### src/rtl/dmem_mmio_pkg.sv
// Shared constants for the data-memory MMIO responder: register offsets,
// STATUS field positions and the CMP reset value.
// Optional feature macro: DMEM_MMIO_TIMER_IRQ_EN (CMP register + timer_irq).
package dmem_mmio_pkg;

   // Word offsets inside the 16-word window
   localparam logic [3:0] OFF_CYCLE   = 4'h0;
   localparam logic [3:0] OFF_SCRATCH = 4'h1;
   localparam logic [3:0] OFF_TXDATA  = 4'h2;
   localparam logic [3:0] OFF_STATUS  = 4'h3;
   localparam logic [3:0] OFF_CMP     = 4'h4;

   // STATUS field positions
   localparam int STAT_EMPTY   = 0;
   localparam int STAT_FULL    = 1;
   localparam int STAT_CNT_LSB = 2;
   localparam int STAT_CNT_MSB = 6;
   localparam int STAT_OVF     = 8;

   // CMP starts at all-ones so a freshly reset timer does not fire early
   localparam logic [31:0] CMP_RESET = 32'hFFFF_FFFF;

endpackage

### src/rtl/mmio_tx_fifo.sv
// Small transmit FIFO behind the TXDATA register. The head is presented
// combinationally from storage; a push into an empty FIFO becomes visible
// the cycle after the push (no fall-through). Storage itself is not reset,
// the head is forced to zero while empty.
module mmio_tx_fifo #(
   parameter int DEPTH = 4,
   parameter int W     = 32
) (
   input  logic                       clock,
   input  logic                       reset,
   input  logic                       push,
   input  logic                       pop,
   input  logic [W-1:0]               din,
   output logic [W-1:0]               dout,
   output logic [$clog2(DEPTH):0]     count,
   output logic                       full,
   output logic                       empty
);

   localparam int AW = $clog2(DEPTH);

   logic [W-1:0]  mem [DEPTH];
   logic [AW-1:0] wr_ptr;
   logic [AW-1:0] rd_ptr;
   logic          do_push;
   logic          do_pop;

   assign empty   = (count == '0);
   assign full    = (count == (AW+1)'(DEPTH));
   // A pop frees a slot on the same edge, so a push at full still lands
   assign do_pop  = pop & ~empty;
   assign do_push = push & (~full | do_pop);
   assign dout    = empty ? '0 : mem[rd_ptr];

   // Pointer and occupancy bookkeeping; pointers wrap naturally (power-of-two depth)
   always_ff @(posedge clock or negedge reset) begin
      if (!reset) begin
         wr_ptr <= '0;
         rd_ptr <= '0;
         count  <= '0;
      end else begin
         if (do_push) wr_ptr <= wr_ptr + 1'b1;
         if (do_pop)  rd_ptr <= rd_ptr + 1'b1;
         case ({do_push, do_pop})
            2'b10:   count <= count + 1'b1;
            2'b01:   count <= count - 1'b1;
            default: count <= count;
         endcase
      end
   end

   // Data storage, written only on an accepted push
   always_ff @(posedge clock) begin
      if (do_push) mem[wr_ptr] <= din;
   end

endmodule

### src/rtl/dmem_mmio_responder.sv
// MMIO responder sharing the dmem bus. Claims address_dmem[11:4]==MMIO_BASE
// and answers with one-cycle read latency, like the dmem syncram.
// Registers: free-running CYCLE counter, SCRATCH, TXDATA push port into a
// TX FIFO, STATUS, and (with DMEM_MMIO_TIMER_IRQ_EN defined) CMP + timer_irq.
module dmem_mmio_responder
   import dmem_mmio_pkg::*;
#(
   parameter logic [7:0] MMIO_BASE  = 8'hFF,
   parameter int         FIFO_DEPTH = 4,
   parameter int         DATA_W     = 32
) (
   input  logic              clock,
   input  logic              reset,
   input  logic [11:0]       address_dmem,
   input  logic [DATA_W-1:0] data,
   input  logic              wren,
   output logic [DATA_W-1:0] q_mmio,
   output logic              mmio_hit,
   output logic [DATA_W-1:0] tx_data,
   output logic              tx_valid,
   input  logic              tx_ready
`ifdef DMEM_MMIO_TIMER_IRQ_EN
   ,
   output logic              timer_irq
`endif
);

   localparam int CW = $clog2(FIFO_DEPTH) + 1;

   logic              sel;
   logic [3:0]        offset;
   logic              wr;
   logic              push;
   logic              pop;
   logic [31:0]       cycle_cnt;
   logic [DATA_W-1:0] scratch;
   logic              overflow;
   logic [CW-1:0]     fifo_count;
   logic              fifo_full;
   logic              fifo_empty;
   logic [4:0]        count_field;
   logic [DATA_W-1:0] status_word;
   logic [DATA_W-1:0] rd_data;

   assign sel         = (address_dmem[11:4] == MMIO_BASE);
   assign offset      = address_dmem[3:0];
   assign wr          = sel & wren;
   assign push        = wr & (offset == OFF_TXDATA);
   assign pop         = tx_valid & tx_ready;
   assign tx_valid    = ~fifo_empty;
   assign count_field = 5'(fifo_count);

   mmio_tx_fifo #(
      .DEPTH (FIFO_DEPTH),
      .W     (DATA_W)
   ) u_fifo (
      .clock (clock),
      .reset (reset),
      .push  (push),
      .pop   (pop),
      .din   (data),
      .dout  (tx_data),
      .count (fifo_count),
      .full  (fifo_full),
      .empty (fifo_empty)
   );

   // Free-running cycle counter, wraps at 2^32
   always_ff @(posedge clock or negedge reset) begin
      if (!reset) cycle_cnt <= '0;
      else        cycle_cnt <= cycle_cnt + 32'd1;
   end

   // SCRATCH register write
   always_ff @(posedge clock or negedge reset) begin
      if (!reset)                             scratch <= '0;
      else if (wr && offset == OFF_SCRATCH)   scratch <= data;
   end

   // Sticky overflow: set by a push that is dropped, cleared by STATUS write with bit 8
   always_ff @(posedge clock or negedge reset) begin
      if (!reset)
         overflow <= 1'b0;
      else if (push && fifo_full && !pop)
         overflow <= 1'b1;
      else if (wr && offset == OFF_STATUS && data[STAT_OVF])
         overflow <= 1'b0;
   end

`ifdef DMEM_MMIO_TIMER_IRQ_EN
   logic [31:0] cmp;

   // CMP register; a write lands on the edge, the match below still sees the old value
   always_ff @(posedge clock or negedge reset) begin
      if (!reset)                        cmp <= CMP_RESET;
      else if (wr && offset == OFF_CMP)  cmp <= data[31:0];
   end

   // One-cycle pulse the cycle after the counter equals CMP
   always_ff @(posedge clock or negedge reset) begin
      if (!reset) timer_irq <= 1'b0;
      else        timer_irq <= (cycle_cnt == cmp);
   end
`endif

   // STATUS word assembly; unlisted bits read as zero
   always_comb begin
      status_word                              = '0;
      status_word[STAT_EMPTY]                  = fifo_empty;
      status_word[STAT_FULL]                   = fifo_full;
      status_word[STAT_CNT_MSB:STAT_CNT_LSB]   = count_field;
      status_word[STAT_OVF]                    = overflow;
   end

   // Read mux over the register map; holes and TXDATA read as zero
   always_comb begin
      rd_data = '0;
      case (offset)
         OFF_CYCLE:   rd_data = DATA_W'(cycle_cnt);
         OFF_SCRATCH: rd_data = scratch;
         OFF_STATUS:  rd_data = status_word;
`ifdef DMEM_MMIO_TIMER_IRQ_EN
         OFF_CMP:     rd_data = DATA_W'(cmp);
`endif
         default:     rd_data = '0;
      endcase
   end

   // Registered read port: one-cycle latency, zero when the window is not selected
   always_ff @(posedge clock or negedge reset) begin
      if (!reset) begin
         q_mmio   <= '0;
         mmio_hit <= 1'b0;
      end else begin
         q_mmio   <= sel ? rd_data : '0;
         mmio_hit <= sel;
      end
   end

endmodule

### config.mk
export PLATFORM = sky130hd
export DESIGN_NAME = dmem_mmio_responder
export DESIGN_NICKNAME = d
export VERILOG_FILES = /design/src/rtl/dmem_mmio_pkg.sv /design/src/rtl/mmio_tx_fifo.sv /design/src/rtl/dmem_mmio_responder.sv
export SDC_FILE = /design/constraint.sdc
export NUM_CORES = 1
export LEC_CHECK = 0
export CAP_MARGIN = 20
export CORE_AREA = 2 2 155 157
export DETAILED_ROUTE_END_ITERATION = 7
export DIE_AREA = 0 0 157 159
export GPL_TIMING_DRIVEN = 0
export HOLD_SLACK_MARGIN = 0.08
export SLEW_MARGIN = 15
export SYNTH_ARGS = -nofsm -noshare
export SYNTH_HDL_FRONTEND = slang
export SYNTH_SLANG_ARGS = --single-unit
### constraint.sdc
create_clock -name clock -period 3.6 [get_ports clock]
set_input_delay 0.72 -clock clock [delete_from_list [all_inputs] [get_ports clock]]
set_output_delay 0.72 -clock clock [all_outputs]
set_load 0.03 [all_outputs]
; Word-level counts from Yosys, hierarchy flattened
; Memory sizes are Yosys's and may differ from the RTL's.
; Cells that the tools add are included.
[totals]
regBits = 105
ram_bits = 128
wordCells = 47
n_memories = 1
input_bits = 48
[classes]
reduce_logical = 10
bitwise = 8
n_eq_ne = 7
muxes = 8
add_sub_neg = 5
[mem_list]
columns = name, depth, word_bits, rd, rd_clocked_by_memory_dff, wr, line_no
row1 = u_fifo.mem, 4, 32, 1, 0, 1, mmio_tx_fifo.sv:22  ; logic [W-1:0] mem [DEPTH];
[ops]
columns = cell, n
row1 = $pmux 32 s3, 1
row2 = $mux 32, 2
row3 = $add 32x1->32 const B, 1
row4 = $eq 4x2->1 const B, 2
row5 = $eq 8x8->1 const B, 1
row6 = $pmux 3 s2, 1
row7 = $and 1x1->1, 5
row8 = $logic_and 1x1->1, 5
row9 = $add 2x1->2 const B, 2
row10 = $eq 4x1->1 const B, 1
row11 = $logic_not 4->1, 1
row12 = $mux 1, 4
row13 = $reduce_bool 2->1, 2
row14 = $add 3x1->3 const B, 1
row15 = $eq 3x3->1 const B, 1
row16 = $logic_not 3->1, 1
row17 = $sub 3x1->3 const B, 1
row18 = $eq 2x1->1 const B, 1
row19 = $eq 2x2->1 const B, 1
row20 = $not 1->1, 2
row21 = $logic_not 1->1, 1
row22 = $or 1x1->1, 1

; Longest topological paths before layout
[depth]
ltp_word = 8
mapped_depth = 9
ltp_nobuf = 9

; Modules after synthesis
; Synthesis repeated with hierarchy kept, for this count alone.
[unflattened]
hier_cells = 568
hier_area_um2 = 9331.4
[by_module_without_submodules]
columns = mod, seq_area_each_um2, n_inst, cells_per_inst, area_per_inst_um2
row1 = mmio_tx_fifo, 4018.9, 1, 258, 5355.1
row2 = dmem_mmio_responder, 2452.4, 1, 310, 3976.3

; Worst setup path before layout
; Ideal clock, no wire load.
[synth_path]
path_type = input -> register
from = in address_dmem[7]
to = mem u_fifo.mem[0][0] (enable)
path_slack_ns = 0.857
arrival_time_ns = 2.351
path_buffers = 1
setup_ns = 0.392
cell_stages = 5
path_cell_list = nand4_1 > nor2_1 > and4_1 > clkbuf_1 > and2_1
[synth_between]
elab_chain_len = 6
[synth_rtl]
columns = item, line_no
row1 = "start, declared", dmem_mmio_responder.sv:14  ; input logic [11:0] address_dmem,
row2 = $eq 8x8->1, dmem_mmio_responder.sv:45  ; assign sel = (address_dmem[11:4] == MMIO_BASE);
row3 = named net sel, dmem_mmio_responder.sv:30  ; logic sel;
row4 = $and 1x1->1, dmem_mmio_responder.sv:47  ; assign wr = sel & wren;
row5 = $and 1x1->1, dmem_mmio_responder.sv:48  ; assign push = wr & (offset == OFF_TXDATA);
row6 = $and 1x1->1, mmio_tx_fifo.sv:32  ; assign do_push = push & (~full | do_pop);
row7 = $mux 1, mmio_tx_fifo.sv:54  ; if (do_push) mem[wr_ptr] <= din;
row8 = $mux 1 (implied by the code), mmio_tx_fifo.sv:54
row9 = "end, declared", mmio_tx_fifo.sv:22
; The timed path passes the listed nets, and every way through them passes these cells.

; Worst setup path in the final report
[layout_path]
from = reg u_fifo.count[2]
to = out tx_data[26]
[layout_between]
elab_chain_len = 2
[layout_rtl]
columns = item, line_no
row1 = "start, declared", mmio_tx_fifo.sv:15  ; output logic [$clog2(DEPTH):0] count,
row2 = "start signal, assigned", mmio_tx_fifo.sv:45  ; 2'b10: count <= count + 1'b1;
row3 = "start signal, assigned", mmio_tx_fifo.sv:46  ; 2'b01: count <= count - 1'b1;
row4 = "start signal, assigned", mmio_tx_fifo.sv:47  ; default: count <= count;
row5 = $logic_not 3->1, mmio_tx_fifo.sv:28  ; assign empty = (count == '0);
row6 = $mux 32, mmio_tx_fifo.sv:33  ; assign dout = empty ? '0 : mem[rd_ptr];
row7 = "end, declared", dmem_mmio_responder.sv:19  ; output logic [DATA_W-1:0] tx_data,
; No other way between the ends.

==> results.json <==
{
  "cts.htree.levels": 1,
  "yosysWarnings": 0,
  "min_period_ns": 3.43,
  "drc_errors": 0,
  "crit_path_top_delay_cell": "clkdlybuf4s50_1",
  "hp-class": "register to register",
  "synthMostInstantiatedCell": "edfxtp_1",
  "cap_violations": 0,
  "crit_family": "buffers and inverters",
  "hold_viol": 0,
  "clk_latency_ns": 0.50,
  "ys_ff_latch": 233,
  "critPathArrivalTime_ns": 2.71,
  "drt_pass1_iterations": 5,
  "cts.sinks": 233,
  "grt_pass1_vias": 5557,
  "p_per_area_nw_per_um2": 641,
  "synth_top_area_share_pct": 41.6,
  "slew_viol_final": 0,
  "async_flop_share_pct": 45.1,
  "fp.coreArea_um2": 23200,
  "fin_cells": 1044,
  "cts_buffers": 25,
  "fp.dieArea_um2": 25000,
  "dpl.cell_count": 998,
  "synth_cell_types": 41,
  "synth_nets": 615,
  "fin_util_pct": 50.7,
  "total_power_mw": 7.54,
  "ys_seq_area_share_pct": 70.1,
  "startpoint_type": "register",
  "syn-cell-area_um2": 9230,
  "drtIter0Drc": 279,
  "cts_setup_buffers": 0,
  "synth_largest_area_cell": "edfxtp_1",
  "synth_edf_count": 128,
  "path_cells": "or2_2, nor2_1, inv_1, clkbuf_2, and2_1, clkdlybuf4s50_1",
  "crit_fanout": 10,
  "cts_tree": "done",
  "synth_common_cells": "edfxtp_1, dfrtp_1, nor2_1, and2_1, mux4_2",
  "io_buffers": 113,
  "vias": 5234,
  "slowest_delay_ns": 0.59,
  "tightestPinTransition_ns": 1.10,
  "clk_pin_slew_ns": 0.07,
  "grt_usage_pct": 16.4,
  "postRouteAntennaNets": 0,
  "path_buf_inv": 3,
  "initial_core_util_pct": 39.8,
  "synth_area_leaders": "edfxtp_1, dfrtp_1, mux4_2",
  "ioPinCount": 114,
  "finalCritPeriodShare_pct": 95.4,
  "cts_root_buffer": "clkbuf_16",
  "required_ns": 2.88,
  "power_leakage_nw": 4.46,
  "rows": 56,
  "die_y_um": 159,
  "slew-limit-headroom_pct": 26.3,
  "rsz0062_at_grt": "no",
  "grt_antenna_before_repair": 1,
  "skew_ns": 0.00927,
  "outcome": "finished clean",
  "area_growth_pct": 27.4,
  "fin_nets": 760,
  "wl_per_cell_um": 19.2,
  "grt_max_degree": 83,
  "setup_violations": 0,
  "critPathKind": "register to output port",
  "ir_drop_uv": 361,
  "dp_hpwl_mm": 13.9,
  "fmax_mhz": 291,
  "synth.avg_cell_area_um2": 16.5,
  "vias_per_cell": 5.01,
  "grt_overflow": 0,
  "syn-instance-count": 561,
  "totalWireLength_mm": 20.1,
  "grt_first_pass_wirelength_mm": 31.5,
  "ys.flop_type": "edfxtp_1",
  "drive_gt1_share_pct": 19.1,
  "die_w_um": 157,
  "endpoint_kind": "output port",
  "clk_path_buf_depth": 3,
  "gp_congestion": 0.788
}
[flip-flops by register name (all words and copies together), names as in the netlist]
name / cells
cycle_cnt: 32
u_fifo.wr_ptr: 2
scratch: 32
mmio_hit: 1
overflow: 1
u_fifo.mem: 128
u_fifo.rd_ptr: 2
q_mmio: 32
u_fifo.count: 3
[kinds of logic (layout without fill, tap and decap cells)]
family                     after synthesis  count (layout)  share of synthesized area (%)
buffers and inverters                   32             195                           1.36
AOI/OAI and AO/OA                       39              39                           3.14
xor gates and xnor gates                35              35                           3.40
adders and majority gates                6               6                          0.895
DFF                                    233             233                           70.1
and+or+nand+nor                        150             150                           9.18
other                                    0               1                              0
muxes                                   66              66                           11.9
[worst reg2reg max path: cells and delay by family (launching register included)]
family	cells	cell delay [ns]
simple gates	5	1.03
flops	1	0.44
fa+ha+maj	1	0.49
mux	1	0.13
compound gates	1	0.10
buf+inv	1	0.19
[cell usage in the layout, fill, tap and decap left out, types with 9 or more instances in the layout]
cell type        count
xnor2_1             24
nand3_1             15
nor2_1              40
edfxtp_1           128
dfrtp_1            104
and2_1              34
xor2_1              10
mux2_2              29
nand4_1              9
mux4_2              32
clkdlybuf4s50_1    109
clkbuf_1            15
clkbuf_16           25
nand2_1             17
a22oi_1             27
[power by group]
part / internal [mW] / total (mW) / switching, mW
Clock: 1.61 / 2.62 / 1.01
Sequential: 2.85 / 2.91 / 0.0565
Combinational: 0.950 / 2.01 / 1.06
Total: 5.41 / 7.54 / 2.13
[what timing repair did]
| action | 4_1_cts | 5_1_grt |
|---|---|---|
| cloned | 0 | 0 |
| hold buffers | 1 | 0 |
| hold endpoints to repair | 23 | 0 |
| setup endpoints to repair | 29 | 17 |
| resized for setup | 7 | 8 |
[per-stage QoR]
| step | instance area [µm²] | setup WS (ns) | hold slack [ns] | setup TNS (ns) |
|---|---|---|---|---|
| after floorplan | 9230 | 0.857 | 0.424 | 0 |
| after global placement | 10800 | -2.11 | 0.477 | -287.78 |
| after detailed placement | 10900 | 0.280 | 0.485 | 0 |
| after CTS | 11700 | 0.0571 | 0.497 | 0 |
| after global routing | 11800 | 0.000232 | 0.521 | 0 |
| final | 11800 | 0.166 | 0.486 | 0 |
[path summary, 6_finish.rpt]
check	slack [ns]	to	startpoint	cells after the start
hold / removal	0.49	cycle_cnt[31]	cycle_cnt[31]	1
max in group asynchronous	2.27	cycle_cnt[15]	reset	3
min in group asynchronous	0.64	q_mmio[5]	reset	2
setup / recovery	0.17	tx_data[26]	u_fifo.count[2]	6
hold reg to reg	0.49	cycle_cnt[31]	cycle_cnt[31]	1
setup reg to reg	1.09	u_fifo.count[1]	u_fifo.count[2]	9
[layout make-up]
type / count / area, µm²
Clock inverter: 15 / 184
Sequential cell: 233 / 6470
Buffer: 24 / 110
Fill cell: 1938 / 11400
Antenna cell: 1 / 2.50
Tap cell: 319 / 399
Inverter: 7 / 26.3
Clock buffer: 30 / 664
Multi-Input combinational cell: 296 / 2640
Timing Repair Buffer: 119 / 1260
[layer usage]
layer	global-route usage (%)	wire (µm)	vias up	share of wire [%]
met1	22.8	8770	2673	44
met5	0	0	-	0
met4	3.92	313	0	1.6
met3	2.67	1050	28	5.2
met2	27.4	9970	135	50
li1	-	-	2398	-
Note: power is estimated with default switching activity, not from simulation.
